--- src/rtl/truth_table_sweeper_if.sv ---
// Handshake and result bundle between a truth-table sweeper and whatever drives it,
// plus the stimulus/response pair for the 3-input combinational DUT being characterised.
interface truth_table_sweeper_if;
  logic       start;
  logic       abort;
  logic [7:0] exp_table;
  logic [2:0] dut_a;
  logic       dut_f;
  logic       busy;
  logic       done;
  logic [7:0] table_out;
  logic [3:0] ones_count;
  logic       match;

  modport master (
    output start,
    output abort,
    output exp_table,
    output dut_f,
    input  dut_a,
    input  busy,
    input  done,
    input  table_out,
    input  ones_count,
    input  match
  );

  modport slave (
    input  start,
    input  abort,
    input  exp_table,
    input  dut_f,
    output dut_a,
    output busy,
    output done,
    output table_out,
    output ones_count,
    output match
  );
endinterface

--- src/rtl/truth_table_sweeper.sv ---
// Steps a 3-input combinational DUT through all 8 input vectors, holding each for
// SETTLE_CYCLES cycles, and captures the resulting truth table with a popcount and compare.
module truth_table_sweeper #(
  parameter int unsigned SETTLE_CYCLES = 5
) (
  input logic                 clk,
  input logic                 rst_n,
  truth_table_sweeper_if.slave bus
);

  typedef enum logic [1:0] {
    IDLE   = 2'd0,
    SETTLE = 2'd1,
    DONE   = 2'd2
  } state_t;

  localparam logic [7:0] LAST_COUNT = 8'(SETTLE_CYCLES - 1);

  state_t     state;
  logic [7:0] settle_cnt;
  logic [2:0] dut_a_q;
  logic       busy_q;
  logic       done_q;
  logic [7:0] table_q;
  logic [3:0] ones_q;
  logic       match_q;

  // All outputs come straight from flops so the DUT stimulus never glitches.
  assign bus.dut_a      = dut_a_q;
  assign bus.busy       = busy_q;
  assign bus.done       = done_q;
  assign bus.table_out  = table_q;
  assign bus.ones_count = ones_q;
  assign bus.match      = match_q;

  // NOTE: every register here uses <= so all of them see pre-edge values of each other;
  // the sample edge reads dut_a_q to index table_q while also advancing it.
  always_ff @(posedge clk) begin
    if (!rst_n) begin
      state      <= IDLE;
      settle_cnt <= 8'd0;
      dut_a_q    <= 3'd0;
      busy_q     <= 1'b0;
      done_q     <= 1'b0;
      table_q    <= 8'd0;
      ones_q     <= 4'd0;
      match_q    <= 1'b0;
    end else begin
      done_q <= 1'b0;
      unique case (state)
        IDLE: begin
          if (bus.start && !bus.abort) begin
            state      <= SETTLE;
            busy_q     <= 1'b1;
            dut_a_q    <= 3'd0;
            settle_cnt <= 8'd0;
            table_q    <= 8'd0;
            ones_q     <= 4'd0;
            match_q    <= 1'b0;
          end
        end

        SETTLE: begin
          if (bus.abort) begin
            // Partial results stay visible; the sample due on this edge is dropped.
            state      <= IDLE;
            busy_q     <= 1'b0;
            dut_a_q    <= 3'd0;
            settle_cnt <= 8'd0;
          end else if (settle_cnt == LAST_COUNT) begin
            table_q[dut_a_q] <= bus.dut_f;
            ones_q           <= ones_q + {3'd0, bus.dut_f};
            settle_cnt       <= 8'd0;
            if (dut_a_q == 3'd7) begin
              state  <= DONE;
              busy_q <= 1'b0;
            end else begin
              dut_a_q <= dut_a_q + 3'd1;
            end
          end else begin
            settle_cnt <= settle_cnt + 8'd1;
          end
        end

        DONE: begin
          done_q  <= 1'b1;
          match_q <= (table_q == bus.exp_table);
          dut_a_q <= 3'd0;
          state   <= IDLE;
        end

        default: begin
          state   <= IDLE;
          busy_q  <= 1'b0;
          dut_a_q <= 3'd0;
        end
      endcase
    end
  end

endmodule
--- src/flat_wrapper.sv ---
// flat-port wrapper written by rule: the top's interface ports become plain ports
module truth_table_sweeper_flat 
#(
  parameter int unsigned SETTLE_CYCLES = 5
)
  (clk, rst_n, bus_start, bus_abort, bus_exp_table, bus_dut_f, bus_dut_a, bus_busy, bus_done, bus_table_out, bus_ones_count, bus_match);
  truth_table_sweeper_if bus_i ();
  input logic clk;
  input logic rst_n;
  input wire logic [$bits(bus_i.start)-1:0] bus_start;
  input wire logic [$bits(bus_i.abort)-1:0] bus_abort;
  input wire logic [$bits(bus_i.exp_table)-1:0] bus_exp_table;
  input wire logic [$bits(bus_i.dut_f)-1:0] bus_dut_f;
  output wire logic [$bits(bus_i.dut_a)-1:0] bus_dut_a;
  output wire logic [$bits(bus_i.busy)-1:0] bus_busy;
  output wire logic [$bits(bus_i.done)-1:0] bus_done;
  output wire logic [$bits(bus_i.table_out)-1:0] bus_table_out;
  output wire logic [$bits(bus_i.ones_count)-1:0] bus_ones_count;
  output wire logic [$bits(bus_i.match)-1:0] bus_match;
  assign bus_i.start = bus_start;
  assign bus_i.abort = bus_abort;
  assign bus_i.exp_table = bus_exp_table;
  assign bus_i.dut_f = bus_dut_f;
  assign bus_dut_a = bus_i.dut_a;
  assign bus_busy = bus_i.busy;
  assign bus_done = bus_i.done;
  assign bus_table_out = bus_i.table_out;
  assign bus_ones_count = bus_i.ones_count;
  assign bus_match = bus_i.match;
  truth_table_sweeper #(.SETTLE_CYCLES(SETTLE_CYCLES)) u_core (.clk(clk), .rst_n(rst_n), .bus(bus_i));
endmodule
--- config.mk ---
export PLATFORM = sky130hd
export DESIGN_NAME = truth_table_sweeper_flat
export DESIGN_NICKNAME = d
export VERILOG_FILES = /design/src/rtl/truth_table_sweeper_if.sv /design/src/rtl/truth_table_sweeper.sv /design/src/flat_wrapper.sv
export SDC_FILE = /design/constraint.sdc
export NUM_CORES = 1
export LEC_CHECK = 0
export CAP_MARGIN = 10
export CORE_UTILIZATION = 35
export CTS_CLUSTER_SIZE = 28
export DETAILED_ROUTE_END_ITERATION = 7
export SLEW_MARGIN = 20
export SYNTH_ARGS = -nofsm -noshare
export SYNTH_HDL_FRONTEND = slang
export SYNTH_SLANG_ARGS = --single-unit
--- constraint.sdc ---
create_clock -name clk -period 2.5 [get_ports clk]
set_input_delay 0.375 -clock clk [delete_from_list [all_inputs] [get_ports clk]]
set_output_delay 0.375 -clock clk [all_outputs]
set_load 0.005 [all_outputs]
==> flow_summary_export.csv, run 1 <==
group,metric,value,unit
setup_path,crit_fanout,8,
clocking,cts_setup_buffers,0,
setup_path,endpoint_kind,"flip-flop",
routing,remaining_drc_errors,0,
synthesis,synth_cell_types,43,
floorplan,rows,23,
timing,worst_slack,0.427,ns
placement,place_ws,0.297,ns
clocking,clk_latency,0.27,ns
job,drv_cap,0,
setup_path,cp.required,2.65,ns
synthesis,ys_seq_elements,28,
setup_path,worstSetupPathType,"flip-flop to flip-flop",
final_layout,syn2layout_area_growth,25.5,%
pwr,irDropWorstVdd,260,µV
clocking,clock-sinks,28,
timing,tightest_slew,0.649,ns
pwr,p_leak,0.749,nW
timing,timing.fmax,482,MHz
synthesis,ys_warn_count,0,
synthesis,synth_area,1520,µm²
floorplan,dieArea,4610,µm²
floorplan,core,4090,µm²
synthesis,synth-edff-count,0,
timing,finalSetupTns,0,ns
timing,slew_violations,0,
placement,dp_hpwl,2.63,mm
routing,viasPerCell,5.30,
timing,fin_crit_sh,82.9,%
routing,drt-wirelength-per-cell,13.4,µm
placement,place_inst,254,
floorplan,ioPinCount,31,
timing,slew_headroom,56.8,%
global_route,grt_pass1_vias,1264,
timing,timing.hold.ws,0.474,ns
timing,setup_viol,0,
global_route,grt_max_degree,17,
routing,vias,1363,
routing,ant_nets,0,
pwr,power.density,409,nW/µm²
routing,routed_wl,3.45,mm
floorplan,die_h,67.9,µm
global_route,grt_usage,16.3,%
clocking,post_cts_resized,0,
final_layout,final_core_util,46.7,%
synthesis,async_reset_ff_share,0,%
synthesis,syn_nets,197,
timing,layout_min_cycle_time,2.07,ns
global_route,grt_pass1_wl,5.73,mm
global_route,overflow,0,
final_layout,finalNonFillerCells,257,
clocking,cts_buffers,3,
clocking,h-tree-depth,1,
clocking,cts-root-buf,"clkbuf_8",
status,outcome,"completed",
placement,port_buffers,30,
floorplan,initial_core_util,37.2,%
global_route,antenna_found_initial,0,
routing,dr.pass1.iters,4,
synthesis,postSynthCellCount,178,
timing,fin_skew,0.00608,ns
synthesis,postSynthAreaPerCell,8.55,µm²
placement,gp_congestion,0.853,
final_layout,nNetsFinal,228,
setup_path,worstPathArrival,2.23,ns
timing,rsz0062_at_grt,"false",
clocking,cts_max_path_buffers,2,
setup_path,cp-start-kind,"flip-flop",
routing,drt_iter0_markers,64,
floorplan,die_x,67.9,µm
clocking,cts_hold_buf,0,
synthesis,ys_seq_area_share,36.8,%
synthesis,synth_ff_type,"dfxtp_1",
timing,final-hold-violation-count,0,
clocking,path_clk_slew,0.09,ns
worst_hold_path,hp-class,"flip-flop to flip-flop",
final_layout,antenna_cells,0,
clocking,cts_tree,"done",
final_layout,drive_gt1_share,9.18,%
## critical path: stages (launching register included)
cell and delay (ns):
dfxtp_1 0.33, inv_1 0.08, ha_1 0.13, or3b_2 0.50, nor2_2 0.27, nand2_1 0.27
o211ai_1 0.28, o31ai_2 0.10
## cell type report
class | instances | area (µm²)
fillers | 383 | 2180
multi-input cells | 135 | 883
flip-flops and latches | 28 | 561
repair buffers | 34 | 330
well taps | 50 | 62.6
clock buffers | 3 | 41.3
inverters | 7 | 31.3
## synth_stat cells, types with 2 or more instances
master / instances / area, µm²
o31ai_1: 2 / 15.0
nor2_1: 23 / 86.3
nand3_1: 6 / 30.0
o21ai_0: 3 / 15.0
xor2_1: 13 / 114
dfxtp_1: 28 / 561
nand4_1: 4 / 25.0
a21oi_1: 8 / 40.0
o211ai_1: 8 / 60.1
o21a_1: 2 / 15.0
a31oi_1: 5 / 31.3
o21ai_1: 6 / 30.0
buf_6: 2 / 22.5
nor3_1: 3 / 15.0
nand2b_1: 3 / 18.8
nor4_1: 2 / 12.5
ha_1: 6 / 75.1
nand2_1: 15 / 56.3
inv_1: 6 / 22.5
clkbuf_1: 5 / 18.8
o31ai_2: 2 / 25.0
xnor2_1: 2 / 17.5
and3_1: 4 / 25.0
## cells by family (layout without fill, tap and decap cells)
logic type | after synthesis | after routing | share of synthesized area [%]
compound gates | 41 | 41 | 17.9
xor+xnor | 15 | 15 | 8.64
fa+ha+maj | 6 | 6 | 4.93
buf+inv | 15 | 44 | 5.10
flops | 28 | 28 | 36.8
simple gates | 73 | 73 | 26.6
## worst paths after layout
check | start | end | slack (ns) | cells past startpoint
worst max-delay path | u_core.settle_cnt[1] | u_core.bus.table_out[0] | 0.43 | 7
worst min-delay path | u_core.bus.match | u_core.bus.match | 0.47 | 2
worst max register to register | u_core.settle_cnt[1] | u_core.bus.table_out[0] | 0.43 | 7
worst min register to register | u_core.bus.match | u_core.bus.match | 0.47 | 2
## metal layers
layer | up-vias | wire (µm) | global-route usage, %
li1 | 687 | - | -
met1 | 651 | 1590 | 19.8
met2 | 21 | 1710 | 28.9
met3 | 4 | 127 | 4.00
met4 | 0 | 23 | 3.13
met5 | - | 0 | 0
## flip-flops by register name, indices dropped and copies added, names as in the netlist
signal,cells
u_core.bus.table_out,8
u_core.settle_cnt,8
u_core.bus.ones_count,4
u_core.bus.dut_a,3
u_core.state,2
u_core.bus.busy,1
u_core.bus.done,1
u_core.bus.match,1
## layout by cell type (no fill, tap or decap), drive strengths merged
cell / instances
nor3: 4
a22oi: 1
o21a: 2
and3: 4
nand2: 15
and4: 1
o21ba: 1
nor4: 2
nand3b: 2
o211ai: 8
and2: 1
o31ai: 4
a311oi: 1
nor2: 24
clkbuf: 3
and2b: 1
a21oi: 8
o21ai: 9
ha: 6
nand2b: 3
xnor2: 2
dfxtp: 28
clkinv: 1
nand4: 4
a31oi: 5
nor2b: 1
o22ai: 1
buf: 4
or3b: 2
nand3: 7
or4: 1
clkdlybuf4s50: 30
or4b: 1
o31a: 1
inv: 6
xor2: 13
## per-stage QoR
step,total power (W),area [µm²]
5_1_grt,0.000817,1910
4_1_cts,0.000794,1910
3_5_place_dp,0.000547,1870
3_3_place_gp,0.000545,1870
6_report,0.000780,1910
2_1_floorplan,0.000508,1520
## where the power goes
part | switching [W] | internal (W)
clock network | 0.000136 | 0.000108
logic | 0.0000411 | 0.0000406
registers | 0.00000464 | 0.000450
Power figures use the tool's default switching activity.
==> inputs of run 2 (changes only) <==
==> constraint.sdc (replaced) <==
create_clock -name clk -period 2 [get_ports clk]
set_input_delay 0.3 -clock clk [delete_from_list [all_inputs] [get_ports clk]]
set_output_delay 0.3 -clock clk [all_outputs]
set_load 0.005 [all_outputs]
==> flow_summary_export.csv, run 2 (synthesis gave the netlist of run 1 again) <==
group,metric,value,unit
status,outcome,"completed",
final_layout,final_common_cell,"clkdlybuf4s50_1",
timing,layout_min_cycle_time,1.89,ns
worst_hold_path,hp-class,"flip-flop to flip-flop",
routing,dr.pass1.iters,4,
timing,tightest_slew,0.672,ns
clocking,path_clk_slew,0.10,ns
timing,final-hold-violation-count,0,
pwr,p_seq_share,54.6,%
timing,slew_violations,0,
clocking,cts_buffers,3,
clocking,cts_max_path_buffers,2,
placement,place_inst,265,
setup_path,worstSetupPathType,"flip-flop to flip-flop",
setup_path,cp.required,2.19,ns
clocking,cts-root-buf,"clkbuf_8",
timing,timing.hold.ws,0.458,ns
pwr,power_frac_comb,11.2,%
floorplan,dieArea,4610,µm²
pwr,power.density,513,nW/µm²
clocking,cts_tree,"done",
routing,vias,1403,
clocking,clk_latency,0.27,ns
routing,viasPerCell,5.22,
final_layout,finalNonFillerCells,269,
global_route,antenna_found_initial,0,
global_route,grt_pass1_wl,5.95,mm
timing,fin_skew,0.00586,ns
global_route,grt_max_degree,17,
pwr,irDropWorstVdd,313,µV
pwr,p_clk_share,34.2,%
routing,drt_iter0_markers,52,
final_layout,syn2layout_area_growth,32.6,%
timing,slew_headroom,55.2,%
timing,timing.fmax,529,MHz
global_route,overflow,0,
timing,fin_crit_sh,94.5,%
floorplan,initial_core_util,37.2,%
floorplan,core,4090,µm²
global_route,grt_usage,16.9,%
pwr,p_leak,0.814,nW
pwr,internal_power,0.000798,W
timing,setup_viol,0,
clocking,cts_setup_buffers,0,
placement,dp_hpwl,2.85,mm
global_route,grt_pass1_vias,1349,
floorplan,rows,23,
routing,routed_wl,3.63,mm
final_layout,mostFrequentLayoutCells,"30 x clkdlybuf4s50_1, 28 x dfxtp_1, 23 x nor2_1",
routing,ant_nets,0,
setup_path,worstPathArrival,2.08,ns
setup_path,crit_fanout,4,
floorplan,die_h,67.9,µm
final_layout,drive_gt1_share,14.2,%
clocking,clock-sinks,28,
placement,gp_congestion,0.795,
floorplan,die_x,67.9,µm
routing,remaining_drc_errors,0,
setup_path,cp-start-kind,"flip-flop",
placement,port_buffers,30,
timing,rsz0062_at_grt,"false",
floorplan,ioPinCount,31,
pwr,swShare,22.9,%
clocking,h-tree-depth,1,
routing,drt-wirelength-per-cell,13.5,µm
setup_path,endpoint_kind,"flip-flop",
final_layout,nNetsFinal,239,
final_layout,antenna_cells,0,
job,drv_cap,0,
pwr,switchingPower,0.000237,W
## run 2: cell types whose count changed in the layout (fill, tap and decap cells not counted)
cell | before | now
buf_4 | 4 | 15
o31ai_4 | 0 | 1
or3b_2 | 1 | 0
or3b_4 | 1 | 2
o31ai_2 | 2 | 1
clkbuf_8 | 3 | 4
## run 2: path summary, 6_finish.rpt
kind	slack [ns]	to	cells after the start	from
worst min register to register	0.46	u_core.bus.match	2	u_core.bus.match
worst max-delay path	0.11	u_core.bus.table_out[0]	7	u_core.settle_cnt[1]
worst min-delay path	0.46	u_core.bus.match	2	u_core.bus.match
worst max register to register	0.11	u_core.bus.table_out[0]	7	u_core.settle_cnt[1]
## run 2: what timing repair did
action,in CTS,in global routing
resized for setup,1,1
hold buffers,0,0
endpoints found under the setup margin,1,1
gates cloned,0,0
## run 2: metrics by stage
| stage | total power, W | setup slack [ns] | util [%] | TNS [ns] | instance area [µm²] |
|---|---|---|---|---|---|
| 2_1_floorplan | 0.000635 | 0.107 | - | 0 | 1520 |
| 3_3_place_gp | 0.000690 | -0.0825 | 47.7 | -0.272 | 1950 |
| 3_5_place_dp | 0.000694 | -0.0911 | 47.7 | -0.338 | 1950 |
| 4_1_cts | 0.00104 | 0.102 | 49.1 | 0 | 2010 |
| 5_1_grt | 0.00108 | 0.0298 | 49.4 | 0 | 2020 |
| 6_report | 0.00104 | 0.110 | 49.4 | 0 | 2020 |
## run 2: routing by layer
metal | share of wire, % | global-route usage, %
met2 | 51 | 30.9
met5 | 0 | 0
met4 | 1.1 | 4.95
met3 | 3.1 | 2.50
met1 | 45 | 20.0
## run 2: layout make-up
| class | instances | area [µm²] |
|---|---|---|
| timing repair buffer | 45 | 413 |
| multi-input combinational | 135 | 895 |
| tap | 50 | 62.6 |
| fill | 411 | 2070 |
| sequential | 28 | 561 |
| clock buffer | 4 | 55.1 |
| inverter | 7 | 31.3 |
## run 2: power by group through the flow
| stage | combinational (W) | sequential, W | clock, W |
|---|---|---|---|
| after floorplan | 0.0000561 | 0.000579 | 0 |
| after global placement | 0.000112 | 0.000578 | 0 |
| after detailed placement | 0.000115 | 0.000579 | 0 |
| after CTS | 0.000117 | 0.000566 | 0.000361 |
| after global routing | 0.000129 | 0.000566 | 0.000386 |
| final | 0.000116 | 0.000566 | 0.000354 |
## run 2: critical path, cell delays in order, from the launching register on
cell and delay (ns):
dfxtp_1 0.34, inv_1 0.07, ha_1 0.13, or3b_4 0.40, or4_4 0.52, clkinv_4 0.09
nand3b_4 0.10, o31ai_2 0.17
==> inputs of run 3 (changes only) <==
--- a/config.mk
+++ b/config.mk
@@ -6,6 +6,7 @@
 export NUM_CORES = 1
 export LEC_CHECK = 0
 export CAP_MARGIN = 10
+export CORE_MARGIN = 3
 export CORE_UTILIZATION = 35
 export CTS_CLUSTER_SIZE = 28
 export DETAILED_ROUTE_END_ITERATION = 7
==> constraint.sdc (replaced) <==
create_clock -name clk -period 1.6 [get_ports clk]
set_input_delay 0.24 -clock clk [delete_from_list [all_inputs] [get_ports clk]]
set_output_delay 0.24 -clock clk [all_outputs]
set_load 0.005 [all_outputs]
==> flow_summary_export.csv, run 3 (synthesis gave the netlist of run 1 again) <==
group,metric,value,unit
status,outcome,"complete, but fails checks",
status,failed_checks,"negative setup slack",
clocking,cts_tree,"done",
pwr,irDropWorstVdd,320,µV
final_layout,syn2layout_area_growth,47.5,%
timing,worst_slack,-0.216,ns
global_route,grt_usage,15.1,%
placement,port_buffers,30,
timing,fin_skew,0.00449,ns
floorplan,ioPinCount,31,
pwr,p_leak,0.942,nW
global_route,grt_pass1_vias,1442,
final_layout,nNetsFinal,261,
routing,remaining_drc_errors,0,
clocking,cts_buffers,3,
floorplan,die_h,71.9,µm
floorplan,rows,23,
global_route,grt_max_degree,17,
final_layout,mostFrequentLayoutCells,"32 x buf_4, 30 x clkdlybuf4s50_1, 24 x dfxtp_1",
setup_path,critPathSlowestCell,"or4b_4",
global_route,grt_pass1_wl,6.31,mm
setup_path,worstSetupPathType,"flip-flop to flip-flop",
setup_path,endpoint_kind,"flip-flop",
final_layout,final_common_cell,"buf_4",
floorplan,core,4090,µm²
timing,fin_crit_sh,113,%
placement,dp_hpwl,2.89,mm
pwr,power.density,584,nW/µm²
timing,slew_violations,0,
setup_path,crit_fanout,4,
routing,vias,1468,
timing,tightest_slew,0.673,ns
global_route,antenna_found_initial,0,
placement,place_ws,-0.442,ns
global_route,overflow,0,
floorplan,initial_core_util,37.2,%
timing,slew_headroom,55.1,%
routing,drt-wirelength-per-cell,13.3,µm
clocking,path_clk_slew,0.09,ns
setup_path,worstPathArrival,2.01,ns
final_layout,drive_gt1_share,27.4,%
clocking,h-tree-depth,1,
setup_path,cpPeakStageDelay,0.54,ns
timing,setup_viol,25,
setup_path,cp-start-kind,"flip-flop",
placement,gp_congestion,0.778,
clocking,cts_max_path_buffers,2,
timing,layout_min_cycle_time,1.82,ns
setup_path,cp.required,1.80,ns
clocking,clock-sinks,28,
floorplan,die_x,71.9,µm
floorplan,dieArea,5170,µm²
final_layout,antenna_cells,0,
timing,rsz0062_at_grt,"true",
setup_path,crit_chain,"or4b_4, or4_4, clkinv_4, nand3b_4, o31ai_2",
routing,dr.pass1.iters,4,
routing,ant_nets,0,
routing,routed_wl,3.88,mm
routing,drt_iter0_markers,74,
timing,timing.fmax,551,MHz
clocking,clk_latency,0.27,ns
worst_hold_path,hp-class,"flip-flop to flip-flop",
routing,viasPerCell,5.04,
clocking,cts-root-buf,"clkbuf_8",
timing,timing.hold.ws,0.462,ns
timing,final-hold-violation-count,0,
job,drv_cap,0,
==> run 3: cell count changes in the layout (fill, tap and decap cells not counted), sizes merged <==
cell / previous run / this run
buf: 15 / 37
==> run 3: worst max-delay path, delay by kind of cell (launching register included) <==
family	cells	cell delay, ns
buf+inv	1	0.09
simple gates	3	1.16
compound gates	1	0.17
flops	1	0.33
==> run 3: routing by layer <==
metal  wire length (µm)  track usage [%]
met1               1710             17.2
met4                 21             3.13
met2               2020             28.4
met5                  0                0
met3                127             3.74
==> run 3: path summary, 6_finish.rpt <==
kind | start | endpoint | slack [ns] | cells past startpoint
hold / removal | u_core.bus.match | u_core.bus.match | 0.46 | 2
setup / recovery | u_core.settle_cnt[3] | u_core.bus.table_out[0] | -0.22 | 5
hold reg to reg | u_core.bus.match | u_core.bus.match | 0.46 | 2
setup reg to reg | u_core.settle_cnt[3] | u_core.bus.table_out[0] | -0.22 | 5
==> run 3: metrics by stage <==
step                      TNS, ns  util (%)  total power (W)  cells  area [µm²]
after floorplan             -1.29         -         0.000796    178        1530
after global placement      -5.74      50.4         0.000875    279        2060
after detailed placement    -6.05      50.4         0.000879    279        2060
after CTS                   -2.66      52.7          0.00131    285        2150
after global routing        -5.16      54.9          0.00137    291        2240
final                       -3.08      54.9          0.00131    291        2240
==> run 3: cell type report <==
class                           instances  area (µm²)
Clock buffer                            4        55.1
Fill cell                             385        1840
Inverter                                7        31.3
Multi-Input combinational cell        135         932
Sequential cell                        28         566
Tap cell                               50        62.6
Timing Repair Buffer                   67         597
==> run 3: timing repair <==
item | 4_1_cts | 5_1_grt
setup buffers | 2 | 6
endpoints found under the setup margin | 25 | 28
hold buffers | 0 | 0
gates resized for setup | 8 | 12
pin swaps | 5 | 10
==> run 3: power by group <==
| group | total (W) | internal (W) | switching [W] | leakage (nW) |
|---|---|---|---|---|
| Combinational | 0.000173 | 0.0000931 | 0.0000803 | 0.685 |
| Sequential | 0.000707 | 0.000703 | 0.00000404 | 0.228 |
| Clock | 0.000429 | 0.000220 | 0.000209 | 0.0288 |
| Total | 0.00131 | 0.00102 | 0.000293 | 0.942 |
